===== src/rtl/lsu.sv =====
// Load/store unit: request/grant/response handshake to a multi-cycle data memory.
// Optional abort of stalled accesses when LSU_TIMEOUT_EN is defined (limit = TIMEOUT cycles).
module lsu #(
  parameter int unsigned TIMEOUT = 16
) (
  input  logic        i_clk,
  input  logic        i_rst,
  input  logic        i_req_valid,
  output logic        o_req_ready,
  input  logic        i_req_wen,
  input  logic [31:0] i_req_addr,
  input  logic [1:0]  i_req_size,
  input  logic        i_req_unsigned,
  input  logic [31:0] i_req_wdata,
  output logic        o_rsp_valid,
  output logic [31:0] o_rsp_rdata,
  output logic        o_rsp_trap,
  output logic        o_mem_req,
  input  logic        i_mem_gnt,
  output logic [31:0] o_mem_addr,
  output logic        o_mem_wen,
  output logic [31:0] o_mem_wdata,
  output logic [3:0]  o_mem_mask,
  input  logic        i_mem_rvalid,
  input  logic [31:0] i_mem_rdata
);

  typedef enum logic [1:0] {IDLE, REQ, WAIT, RESP} state_t;

  state_t      state;
  logic [1:0]  off_q;
  logic [1:0]  size_q;
  logic        uns_q;
  logic        wen_q;
  logic [1:0]  off_in;
  logic        bad_in;
  logic [3:0]  mask_in;
  logic [31:0] wdata_in;
  logic [31:0] rd_sh;
  logic [31:0] ld_data;
  logic        accept;
  logic        to_hit;

  assign off_in   = i_req_addr[1:0];
  assign accept   = i_req_valid & o_req_ready;
  assign wdata_in = i_req_wdata << {off_in, 3'b000};
  assign rd_sh    = i_mem_rdata >> {off_q, 3'b000};

  always_comb begin
    bad_in  = 1'b0;
    mask_in = 4'b1111;
    case (i_req_size)
      2'b00:   mask_in = 4'b0001 << off_in;
      2'b01: begin
        mask_in = 4'b0011 << off_in;
        bad_in  = off_in[0];
      end
      2'b10:   bad_in = |off_in;
      default: bad_in = 1'b1;
    endcase
  end

  always_comb begin
    ld_data = rd_sh;
    case (size_q)
      2'b00:   ld_data = {{24{~uns_q & rd_sh[7]}}, rd_sh[7:0]};
      2'b01:   ld_data = {{16{~uns_q & rd_sh[15]}}, rd_sh[15:0]};
      default: ld_data = rd_sh;
    endcase
  end

`ifdef LSU_TIMEOUT_EN
  logic [7:0] cnt;

  // cnt holds the number of REQ/WAIT cycles already completed, so the abort
  // fires during the TIMEOUT-th cycle and takes priority over gnt/rvalid.
  assign to_hit = (state == REQ || state == WAIT) && (cnt == 8'(TIMEOUT - 1));

  always_ff @(posedge i_clk or posedge i_rst) begin
    if (i_rst)                            cnt <= '0;
    else if (accept)                      cnt <= '0;
    else if (state == REQ || state == WAIT) cnt <= cnt + 8'd1;
  end
`else
  logic unused_timeout;

  assign to_hit         = 1'b0;
  assign unused_timeout = ^TIMEOUT;
`endif

  always_ff @(posedge i_clk or posedge i_rst) begin
    if (i_rst) begin
      state       <= IDLE;
      o_req_ready <= 1'b0;
      o_rsp_valid <= 1'b0;
      o_rsp_rdata <= '0;
      o_rsp_trap  <= 1'b0;
      o_mem_req   <= 1'b0;
      o_mem_addr  <= '0;
      o_mem_wen   <= 1'b0;
      o_mem_wdata <= '0;
      o_mem_mask  <= '0;
      off_q       <= '0;
      size_q      <= '0;
      uns_q       <= 1'b0;
      wen_q       <= 1'b0;
    end else begin
      case (state)
        IDLE: begin
          if (accept) begin
            o_req_ready <= 1'b0;
            off_q       <= off_in;
            size_q      <= i_req_size;
            uns_q       <= i_req_unsigned;
            wen_q       <= i_req_wen;
            if (bad_in) begin
              state       <= RESP;
              o_rsp_valid <= 1'b1;
              o_rsp_trap  <= 1'b1;
            end else begin
              state       <= REQ;
              o_mem_req   <= 1'b1;
              o_mem_addr  <= {i_req_addr[31:2], 2'b00};
              o_mem_wen   <= i_req_wen;
              o_mem_wdata <= i_req_wen ? wdata_in : '0;
              o_mem_mask  <= mask_in;
            end
          end else begin
            o_req_ready <= 1'b1;
          end
        end
        REQ: begin
          if (to_hit) begin
            state       <= RESP;
            o_rsp_valid <= 1'b1;
            o_rsp_trap  <= 1'b1;
          end else if (i_mem_gnt) begin
            state <= WAIT;
          end
          if (to_hit || i_mem_gnt) begin
            o_mem_req   <= 1'b0;
            o_mem_addr  <= '0;
            o_mem_wen   <= 1'b0;
            o_mem_wdata <= '0;
            o_mem_mask  <= '0;
          end
        end
        WAIT: begin
          if (to_hit) begin
            state       <= RESP;
            o_rsp_valid <= 1'b1;
            o_rsp_trap  <= 1'b1;
          end else if (i_mem_rvalid) begin
            state       <= RESP;
            o_rsp_valid <= 1'b1;
            o_rsp_rdata <= wen_q ? '0 : ld_data;
          end
        end
        RESP: begin
          state       <= IDLE;
          o_rsp_valid <= 1'b0;
          o_rsp_rdata <= '0;
          o_rsp_trap  <= 1'b0;
          o_req_ready <= 1'b1;
        end
        default: state <= IDLE;
      endcase
    end
  end

endmodule


===== config.mk =====
export PLATFORM = sky130hd
export DESIGN_NAME = lsu
export DESIGN_NICKNAME = d
export VERILOG_FILES = /design/src/rtl/lsu.sv
export SDC_FILE = /design/constraint.sdc
export NUM_CORES = 1
export LEC_CHECK = 0
export ABC_AREA = 1
export BUFFER_PORTS_ARGS = -buffer_cell sky130_fd_sc_hd__buf_2
export CAP_MARGIN = 20
export CORE_ASPECT_RATIO = 0.9
export CORE_MARGIN = 2
export CORE_UTILIZATION = 25
export CTS_CLUSTER_SIZE = 25
export DETAILED_ROUTE_END_ITERATION = 10
export SYNTH_ARGS = -nofsm -noshare
export SYNTH_HDL_FRONTEND = slang
export SYNTH_SLANG_ARGS = --single-unit

===== constraint.sdc =====
create_clock -name i_clk -period 5.6 [get_ports i_clk]
set_input_delay 1.12 -clock i_clk [delete_from_list [all_inputs] [get_ports i_clk]]
set_output_delay 1.12 -clock i_clk [all_outputs]
set_load 0.05 [all_outputs]

==> flow_metrics.tcl <==
set metrics [dict create \
    worstSkewPairLatency_ns 0.36 \
    fin_util_pct 31.2 \
    cts.root.buffer_cell "clkbuf_16" \
    synth_edf_count 0 \
    final_area_um2 7240 \
    synthCells 798 \
    reg2reg_slack_ns 2.96 \
    clkTransAtPathRegs_ns 0.08 \
    synth.distinct_cells 31 \
    synth_top_family_by_area "simple AND/OR/NAND/NOR gates" \
    finalNonFillerCells 1276 \
    synthFlopType "dfrtp_1" \
    p_per_area_nw_per_um2 675 \
    internal_power_mw 2.11 \
    timing.final.crit_share_pct 52.6 \
    synthesis.area_um2 5860 \
    endpoint_kind "flop" \
    async_flop_share_pct 100 \
    rsz0062_at_grt "false" \
    vdd_drop_max_v 0.000284 \
    viasPerCell 4.49 \
    dieWidth_um 165 \
    p_leak_nw 4.17 \
    start_kind "primary input" \
    max_slew_margin_pct 32.7 \
    setup_viol 0 \
    p_sw_share_pct 56.8 \
    post_cts_buffers 0 \
    hold_viol 0 \
    synth_seq_area_share_pct 47.4 \
    slew_viol_final 0 \
    final_nets 1076 \
    first_pass_iters 5 \
    pwr-share-clk_pct 13.0 \
    synth_mux_area_share_pct 0.192 \
    die_area_um2 24700 \
    rr_endpoint "o_mem_addr[15]$_DFFE_PP0P_" \
    crit_required_ns 5.85 \
    rows 53 \
    synthAdderAreaFrac_pct 0.854 \
    place.detailed.hpwl_um 13300 \
    cts_tree "yes" \
    synthSimpleGateAreaFrac_pct 37.7 \
    max_freq_ghz 0.339 \
    htreeDepth 3 \
    grt_usage_pct 14.8 \
    regArea_um2 2780 \
    cts.path.max_buffers 2 \
    final.setup.tns_ns 0 \
    totalWireLength_um 18500 \
    worst-slew-pin-transition_ns 1.01 \
    coreArea_um2 23200 \
    area_delta_synth_final_pct 23.7 \
    synth_seq_cells 111 \
    grt_max_degree 88 \
    cts_resized 0 \
    ios 210 \
    placed_cells 1258 \
    die_y_um 149 \
    status "finished clean" \
    worstSetupPathType "primary input to flop" \
    synthXorXnorAreaFrac_pct 0 \
    drtAntennaViolNets 0 \
    drive_gt1_share_pct 25.0 \
    wl_per_cell_um 14.5 \
    critPathLaunch "i_req_addr[0]" \
    dpl_cell_area_um2 6960 \
    numCtsBuffers 9 \
    io_buffers 207 \
    cts_hold_buf 0 \
    synth.avg_cell_area_um2 7.34 \
    layout_commonest_cell "nand2_1" \
    period_needed_ns 2.95 \
    drv_cap 0 \
    cts.sinks 111 \
    num_vias 5726 \
    power.total_mw 4.89 \
    first_iter_violations 452 \
    crit_end "o_mem_wdata[24]$_DFFE_PP0P_" \
    synth_warnings 0 \
    fin_worst_skew_ns 0.00890 \
    initial_utilization_pct 25.2 \
    rr_startpoint "state[1]$_DFFE_PP0P_" \
    antenna_found_initial 2 \
    arrival_ns 3.20 \
    grt_pass1_wl_um 28200 \
    combPwrFrac_pct 58.5 \
    synth_compound_gate_area_share_pct 6.32 \
    grt_pass1_vias 5233 \
    hold_class "flop to flop" \
    multi_input_area_um2 2650 \
    ff2ff_path_depth 8 \
    final_cell_mix "nand2_1 (431), buf_2 (207), dfrtp_1 (111)" \
    power_switching_mw 2.78 \
    drc 0 \
    worstPathMaxFanout 87 \
    grt_overflow 0 \
    p_seq_share_pct 28.5 \
    place.gp.congestion 0.857 \
    fillers 2583 \
]
## worst min path at each step
stage	to	startpoint	cells after the start
floorplan	size_q[0]$_DFFE_PP0P_	size_q[0]$_DFFE_PP0P_	2
global placement	o_mem_addr[8]$_DFFE_PP0P_	o_mem_addr[8]$_DFFE_PP0P_	2
detailed placement	o_mem_addr[31]$_DFFE_PP0P_	o_mem_addr[31]$_DFFE_PP0P_	2
CTS	o_mem_addr[10]$_DFFE_PP0P_	o_mem_addr[10]$_DFFE_PP0P_	2
global route	o_rsp_rdata[10]$_DFFE_PP0P_	o_rsp_rdata[10]$_DFFE_PP0P_	2
finish	o_mem_addr[16]$_DFFE_PP0P_	o_mem_addr[16]$_DFFE_PP0P_	2
## area by class of cell
cell class	count	share of cell area [%]
antenna	2	0.0691
clock buffer	11	3.35
clock inverter	5	0.535
inverter	28	1.52
multi-input combinational	609	36.6
sequential	111	38.3
tap	302	5.22
timing repair buffer	208	14.4
## power by group through the flow
stage	Combinational (mW)	Sequential (mW)	Clock (mW)
4_1_cts	2.90	1.39	0.659
5_1_grt	3.14	1.44	0.687
3_3_place_gp	2.86	1.40	0
6_report	2.86	1.39	0.636
2_1_floorplan	1.34	2.37	0
3_5_place_dp	2.90	1.40	0
## per-layer routing
metal	wire length (µm)	track usage (%)
met1	8360	20.6
met2	8270	22.6
met3	1550	3.39
met4	327	4.91
met5	13	0
## synthesized netlist by cell type (all sizes together) (4+ instances only)
cell / instances / area, µm²
nand2: 435 / 1650
o21ai: 39 / 195
dfrtp: 111 / 2780
ha: 4 / 50.1
inv: 28 / 108
o21a: 9 / 67.6
a21oi: 11 / 55.1
clkbuf: 15 / 57.6
o211ai: 7 / 52.6
nand3: 63 / 345
nand4: 16 / 100
buf: 36 / 270
nor2: 21 / 110
## kinds of logic (layout without fill, tap and decap cells)
family | after synthesis | in the layout
buf+inv | 79 | 252
fa+ha+maj | 4 | 4
flops | 111 | 111
compound gates | 66 | 66
other cells | 1 | 4
simple gates | 536 | 536
mux | 1 | 1
## through the flow
step	hold WS, ns	worst slack (ns)
3_3_place_gp	0.458	2.32
6_report	0.475	2.65
3_5_place_dp	0.459	2.27
5_1_grt	0.499	2.49
4_1_cts	0.479	2.67
2_1_floorplan	0.453	1.55
## flip-flops by register name, summed over array words and instances (netlist names), 2 cells and up
name	cells
off_q	2
o_mem_mask	4
size_q	2
state	2
o_mem_wdata	32
o_rsp_rdata	32
o_mem_addr	30
## worst max-delay path, cell delays in order
cell     delay (ns)
buf_2          0.44
nand2_1        0.14
nand2_1        0.11
nand3_2        0.11
nand2_4        0.69
inv_2          0.32
nand3_1        0.15
nand2_1        0.06
Note: power is estimated with default switching activity, not from simulation.
